### src/rtl/mux_sel_arbiter.sv
// Two-source burst arbiter for a 2:1 data mux. Grants ownership with
// round-robin tie-breaking, locks the grant for a whole burst (ended by
// last_n), and forces a release after MAX_HOLD cycles while the other port
// is waiting. The selected beat is registered onto dout.
module mux_sel_arbiter #(
  parameter int unsigned DATA_W   = 8,
  parameter int unsigned MAX_HOLD = 16
) (
  input  logic              clk,
  input  logic              rst_n,
  input  logic              req_0,
  input  logic              last_0,
  input  logic [DATA_W-1:0] din_0,
  input  logic              req_1,
  input  logic              last_1,
  input  logic [DATA_W-1:0] din_1,
  output logic              grant_0,
  output logic              grant_1,
  output logic              sel,
  output logic [DATA_W-1:0] dout,
  output logic              dout_valid,
  output logic              dout_last
);

  localparam int unsigned HoldW = (MAX_HOLD > 1) ? $clog2(MAX_HOLD) : 1;
  localparam logic [HoldW-1:0] HoldMax = HoldW'(MAX_HOLD - 1);

  typedef enum logic [1:0] {
    StIdle,
    StGnt0,
    StGnt1
  } state_e;

  state_e              r_state, w_state_d;
  logic                r_sel, w_sel_d;
  logic                r_rr_last, w_rr_last_d;
  logic [HoldW-1:0]    r_hold_cnt, w_hold_cnt_d;
  logic [DATA_W-1:0]   r_dout, w_dout_d;
  logic                r_dout_valid, w_dout_valid_d;
  logic                r_dout_last, w_dout_last_d;
  logic                w_hold_max;
  logic                w_release;

  assign w_hold_max = (r_hold_cnt == HoldMax);

  // Next-state, grant bookkeeping and data-path capture.
  always_comb begin
    w_state_d      = r_state;
    w_sel_d        = r_sel;
    w_rr_last_d    = r_rr_last;
    w_hold_cnt_d   = r_hold_cnt;
    w_dout_d       = r_dout;
    w_dout_valid_d = 1'b0;
    w_dout_last_d  = 1'b0;
    w_release      = 1'b0;

    unique case (r_state)
      StIdle: begin
        // On a tie the port that was not served last wins.
        if (req_0 && (!req_1 || r_rr_last)) begin
          w_state_d    = StGnt0;
          w_sel_d      = 1'b0;
          w_hold_cnt_d = '0;
        end else if (req_1) begin
          w_state_d    = StGnt1;
          w_sel_d      = 1'b1;
          w_hold_cnt_d = '0;
        end
      end

      StGnt0: begin
        w_dout_d       = din_0;
        w_dout_valid_d = req_0;
        w_dout_last_d  = req_0 && last_0;
        w_release      = (req_0 && last_0) || !req_0 || (w_hold_max && req_1);
        if (w_release) begin
          w_rr_last_d = 1'b0;
          if (req_1) begin
            w_state_d    = StGnt1;
            w_sel_d      = 1'b1;
            w_hold_cnt_d = '0;
          end else begin
            w_state_d = StIdle;
          end
        end else if (!w_hold_max) begin
          // Saturate so an uncontended stream never wraps into a release.
          w_hold_cnt_d = r_hold_cnt + 1'b1;
        end
      end

      StGnt1: begin
        w_dout_d       = din_1;
        w_dout_valid_d = req_1;
        w_dout_last_d  = req_1 && last_1;
        w_release      = (req_1 && last_1) || !req_1 || (w_hold_max && req_0);
        if (w_release) begin
          w_rr_last_d = 1'b1;
          if (req_0) begin
            w_state_d    = StGnt0;
            w_sel_d      = 1'b0;
            w_hold_cnt_d = '0;
          end else begin
            w_state_d = StIdle;
          end
        end else if (!w_hold_max) begin
          w_hold_cnt_d = r_hold_cnt + 1'b1;
        end
      end

      default: begin
        w_state_d = StIdle;
      end
    endcase
  end

  // State and output registers; rr_last resets to 1 so port 0 wins the first tie.
  always_ff @(posedge clk or negedge rst_n) begin
    if (!rst_n) begin
      r_state      <= StIdle;
      r_sel        <= 1'b0;
      r_rr_last    <= 1'b1;
      r_hold_cnt   <= '0;
      r_dout       <= '0;
      r_dout_valid <= 1'b0;
      r_dout_last  <= 1'b0;
    end else begin
      r_state      <= w_state_d;
      r_sel        <= w_sel_d;
      r_rr_last    <= w_rr_last_d;
      r_hold_cnt   <= w_hold_cnt_d;
      r_dout       <= w_dout_d;
      r_dout_valid <= w_dout_valid_d;
      r_dout_last  <= w_dout_last_d;
    end
  end

  assign grant_0    = (r_state == StGnt0);
  assign grant_1    = (r_state == StGnt1);
  assign sel        = r_sel;
  assign dout       = r_dout;
  assign dout_valid = r_dout_valid;
  assign dout_last  = r_dout_last;

endmodule
### config.mk
export PLATFORM = sky130hd
export DESIGN_NAME = mux_sel_arbiter
export DESIGN_NICKNAME = d
export VERILOG_FILES = /design/src/rtl/mux_sel_arbiter.sv
export SDC_FILE = /design/constraint.sdc
export NUM_CORES = 1
export LEC_CHECK = 0
export ABC_AREA = 1
export BUFFER_PORTS_ARGS = -buffer_cell sky130_fd_sc_hd__buf_4
export CORE_MARGIN = 3
export CORE_UTILIZATION = 50
export CTS_CLUSTER_SIZE = 8
export DETAILED_ROUTE_END_ITERATION = 8
export PLACE_DENSITY_LB_ADDON = 0.05
export SYNTH_ARGS = -nofsm -noshare
export SYNTH_HDL_FRONTEND = slang
export SYNTH_SLANG_ARGS = --single-unit
### constraint.sdc
create_clock -name clk -period 2.15 [get_ports clk]
set_input_delay 0.43 -clock clk [delete_from_list [all_inputs] [get_ports clk]]
set_output_delay 0.43 -clock clk [all_outputs]
set_load 0.01 [all_outputs]
After elaboration in Yosys (flattened, before gate mapping)
Index checks and enable logic that the tools add are counted.
{"block": "op_classes", "bitwise_logic": 0, "magnitude_cmp": 0, "n_mux": 26, "reduce_logical": 19, "div": 0, "shift": 0, "add_sub_neg": 1, "n_mul": 0, "n_eq_ne": 8}
{"op": "4-bit 2-to-1 mux", "count": 6}
{"op": "8-bit case mux with 2 select lines", "count": 1}
{"op": "4-bit case mux with 3 select lines", "count": 1}
{"op": "2-bit 2-to-1 mux", "count": 5}
{"op": "1-bit 2-to-1 mux", "count": 8}
{"op": "3-bit != test (second input constant)", "count": 2}
{"op": "1-bit case mux with 2 select lines", "count": 3}
{"op": "2-bit case mux with 3 select lines", "count": 1}
{"op": "3-bit AND reduction", "count": 2}
{"op": "1-bit logical AND", "count": 5}
{"op": "1-bit logical OR", "count": 5}
{"op": "4-bit by 1-bit adder with 4-bit output (second input constant)", "count": 1}
{"op": "4-bit equality test (second input constant)", "count": 1}
{"op": "2-bit by 1-bit != test with 1-bit output (second input constant)", "count": 2}
{"op": "4-bit AND reduction", "count": 1}
{"op": "1-bit case mux with 3 select lines", "count": 1}
{"op": "3-bit nonzero test", "count": 1}
{"op": "2-bit by 1-bit equality test with 1-bit output (second input constant)", "count": 1}
{"op": "2-bit equality test (second input constant)", "count": 1}
{"op": "1-bit logical NOT", "count": 2}
{"op": "2-bit logical NOT", "count": 1}
{"op": "2-bit != test (second input constant)", "count": 1}
{"op": "2-bit AND reduction", "count": 1}
{"op": "2-bit nonzero test", "count": 1}
{"block": "word_totals", "ramBits": 0, "in_bits": 22, "regBits": 18, "latchBits": 0, "n_memories": 0, "romBits": 0, "elab_cells": 61}

Logic depth before layout (Yosys ltp)
{"block": "logic_depth", "depth_word": 5, "mapped_depth": 10, "mapped_depth_nobuf": 10}

Worst setup path after synthesis
Ideal clock, no wire load.
{"block": "synth_timing", "kind": "register to register", "from": "reg r_state[0]", "to": "reg r_state[0]", "path_buffers": 1, "path_stages_with_launch": 8, "synth_period_minus_slack_ps": 1377, "arrival_ps": 1251, "setup_time_ps": 126, "setup_slack_ps": 773, "path_cell_list": "dfrtp_1 inv_1 ha_1 inv_1 clkbuf_1 nand2_1 nand3_1 o21ai_0"}
{"block": "synth_via", "elab_chain_len": 3, "elab_cells_between_ends": 8, "cone_classes": "5 x eq/ne; 1 x mux; 2 x reduce/logical"}
{"element": "from (decl)", "line": "34", "source": "state_e r_state, w_state_d;"}
{"element": "from (signal assigned)", "line": "119", "source": "r_state <= StIdle;"}
{"element": "from (signal assigned)", "line": "127", "source": "r_state <= w_state_d;"}
{"element": "2-bit equality test (*)"}
{"element": "via grant_1", "line": "18", "source": "output logic grant_1,"}
{"element": "2-bit by 1-bit != test with 1-bit output (no source line)"}
{"element": "3-bit AND reduction (no source line)"}
Mark *: on every way through the listed nets, which the timed path passes. The rest lies on a longest branch.
A chain may end at the register's enable or synchronous reset.

Worst setup path after layout
{"block": "layout_timing", "from": "reg r_state[0]", "to": "out grant_1"}
{"block": "layout_via", "elab_chain_len": 1}
{"element": "2-bit equality test", "line": "138", "source": "assign grant_1 = (r_state == StGnt1);"}
{"element": "to (decl)", "line": "18"}
Every way passes these cells.

==> results.md <==
- Before CTS, the worst setup slack after placement is 0.376 ns.
- Summing over every cut layer, the via total after detailed routing is 1132.
- The via count of the first global-routing pass is 1097.
- The routed design has 2750 um of wire.
- The overall die width is 52.9 um.
- The number of port buffers is 34.
- The maximum number of pins on one net before global-route repair is 19.
- After layout, the worst path uses 86.4% of the clock period.
- The first-pass GRT wire length is 4550 um.
- The count of pins on the block boundary is 35.
- The count of placed standard cells in the final layout, fillers left out is 220.
- After detailed routing, the number of remaining DRC violations is 0.
- The initial antenna violation count is 0.
- Data arrives at the worst endpoint at 1.43 ns.
- The number of resized instances in the post-cts repair step is 0.
- The synthesized netlist occupies a cell area of 1100 um^2.
- The first-pass iteration count of the detailed router is 4.
- The number of hold-repair buffers added at the cts stage is 1.
- Cells with a size suffix above 1 make up 24.9% of the layout.
- The first routing iteration left 13 violations.
- The net total in the final layout is 221.
- The congestion estimate from routability-driven global placement came to 0.920.
- The cell sitting at the root of the clock tree is a clkbuf_4.
- The die covers 2800 um^2.
- After detailed placement, the design holds a cell count of 215.
- The minimum clock period is 1.86 ns.
- On the final layout, the worst clock skew is 0.00497 ns.
- Once the floorplan was initialized, standard cells occupied 54.5% of the core.
- The worst pin sits at a relative slew slack of 72.2%.
- The area of the core is 2020 um^2.
- The number of placement rows is 16.
- The worst setup path is launched from a register.
- The global-route usage over all layers is 22.1%.
- The number of clock sinks is 18.
- Derived from the worst setup path, the maximum achievable clock frequency is 538 MHz.
- The final-report max-slew violation count is 0.
- The total power consumption of the routed design is 1680 uW.
- The final total negative setup slack is 0 ns.
- The number of nets in the synthesized netlist is 183.
- The type of the worst min-delay path is in -> reg.
- The share of the Yosys chip area taken by registers is 41.0%.
- TritonCTS built the clock tree.
- The clock passes through at most 2 buffers.
- Across all setup checks in the final design, the least slack found is 0.293 ns.
- Cells fill 70.5% of the core in the end.
- The half-perimeter wire length after detailed placement is 2160 um.
- Setup repair after global routing left no endpoint under its margin.
- The critical path class is reg -> out.
- The worst-case IR drop observed on VDD is 887 uV.
- The cell count after synthesis is 156.
- Among cell families on the critical path, the largest total delay comes from flip-flops.
- After detailed routing, the average wire length per cell comes to 12.5 um.
- For this run the aggregate overflow at the end of global routing stands at 0.
- The average instance area after synthesis is 7.06 um^2.
- For this design, the slowest cell found on the critical path is dfrtp_1.
- The total count of hold-check failures in the final report is 0.
- The deepest level of the CTS H-tree is 1.
- The number of clock buffers added by TritonCTS is 3.
- The clock edge transition at the registers on the reported setup and hold paths is 0.10 ns.
- The count of antenna-violating nets left after detailed routing is 0.
- Max-cap violations in this run came to 0.
- The repair_antennas step left the layout with diodes totalling 0.
- The reported leakage power is 0.000756 uW.
- The highest cell delay on the worst timing path is 0.43 ns.
- Of all nets on the critical path, the largest fanout is 12.
- The filler cells instantiated in the layout total 170.
- For the worst setup path, the data required time is 1.72 ns.
- The clock insertion delay at the later pin of the skew report is 0.29 ns.
- Traced cell by cell, the critical path runs through inv_1 > ha_1 > buf_4.
- The Yosys step of the flow raised 0 warnings.
- At the pin with the least slew margin, the transition time is 0.417 ns.
- The worst path buffer plus inverter count is 2.
- The critical path endpoint category is an output port.
- The area added between synthesis and finish is 29.5%.
- After clock tree synthesis, the setup repair step added 0 buffers.
- In this run, synthesis produced a sequential element count of 18.
- The count of different cell masters after synthesis is 21.
- The die height is 52.9 um.
- Using the TritonRoute via totals, the vias-per-cell ratio works out to 5.15.
- The number of setup violations in the final report is 0.
- In this run the power density over the cells is 1180 nW/um^2.
- The run finished with clean final reports.
layer usage:
metal	up-vias	wire length, um	GRT usage (%)	share of wire [%]
met4	0	21	6.81	0.76
met5	-	0	0	0
met1	527	1130	24.0	41
met2	28	1460	40.7	53
met3	4	137	6.20	5.0
li1	573	-	-	-
worst reg2reg max path, stage by stage, from the launching register on:
cell and delay [ns]:
dfrtp_1 0.43, inv_1 0.09, ha_1 0.41, inv_1 0.18, nor2_1 0.16, o21ai_2 0.09
nand2_2 0.15, nand2_1 0.08, nand2_1 0.07, nand2_1 0.05, nand2_1 0.06
area by class of cell:
cell class	instances	area (um^2)	area share, %
multi-input cells	117	567	39.7
clock buffers	4	26.3	1.84
inverters	16	60.1	4.21
flip-flops and latches	18	452	31.7
repair buffers	38	288	20.2
well taps	27	33.8	2.37
cell usage in the layout, fill, tap and decap left out:
cell type,n
a21oi_1,2
a21oi_2,1
buf_4,37
clkbuf_1,1
clkbuf_4,3
dfrtp_1,17
dfstp_2,1
dlygate4sd3_1,1
ha_1,5
inv_1,15
inv_2,1
nand2_1,48
nand2_2,1
nand3_1,13
nand3_2,1
nand4_1,3
nor2_1,16
nor2_2,1
o21ai_0,22
o21ai_1,1
o21ai_2,1
or2_2,1
xor2_1,1
registers in the layout, indices dropped and copies added (netlist names):
name        cells
dout_valid      1
r_hold_cnt      4
r_rr_last       1
r_state         2
dout_last       1
sel             1
dout            8
per-stage QoR:
step,cell area (um^2),hold WS [ns]
finish,1430,0.409
global route,1430,0.407
floorplan,1100,0.134
CTS,1430,0.410
global placement,1390,0.310
detailed placement,1390,0.312
path summary, 6_finish.rpt:
check	depth (start not counted)	slack [ns]	startpoint	to
setup / recovery	3	0.29	r_state[0]	grant_1
hold / removal	3	0.41	din_1[4]	dout[4]
setup reg to reg	10	0.33	r_state[0]	r_hold_cnt[1]
hold reg to reg	2	0.50	dout[4]	dout[4]
max in group asynchronous	2	1.36	rst_n	r_rr_last
min in group asynchronous	2	0.53	rst_n	dout[4]
synthesized netlist by cell type, drive strengths merged:
cell / number / area share, %
dfrtp: 17 / 39
or2: 1 / 0.57
ha: 5 / 5.7
inv: 16 / 5.5
buf: 1 / 0.68
dfstp: 1 / 2.4
xor2: 1 / 0.80
nand3: 14 / 6.8
nand4: 3 / 1.7
a21oi: 3 / 1.7
clkbuf: 4 / 1.4
nand2: 49 / 17
o21ai: 24 / 11
nor2: 17 / 6.0
where the power goes:
group	total (uW)	internal, uW	leakage [uW]	switching (uW)
Clock	175	72.2	0.0000150	102
Combinational	951	392	0.000512	559
Sequential	553	474	0.000229	79.0
logic make-up (layout without fill, tap and decap cells):
| kind of cell | after synthesis | in the layout | synth area share [%] |
|---|---|---|---|
| xor gates and xnor gates | 1 | 1 | 0.796 |
| adders and majority gates | 5 | 5 | 5.68 |
| buffers and inverters | 21 | 58 | 7.50 |
| and+or+nand+nor | 84 | 84 | 32.0 |
| DFF | 18 | 18 | 41.0 |
| AOI/OAI and AO/OA | 27 | 27 | 13.0 |
Note: power is estimated with default switching activity, not from simulation.
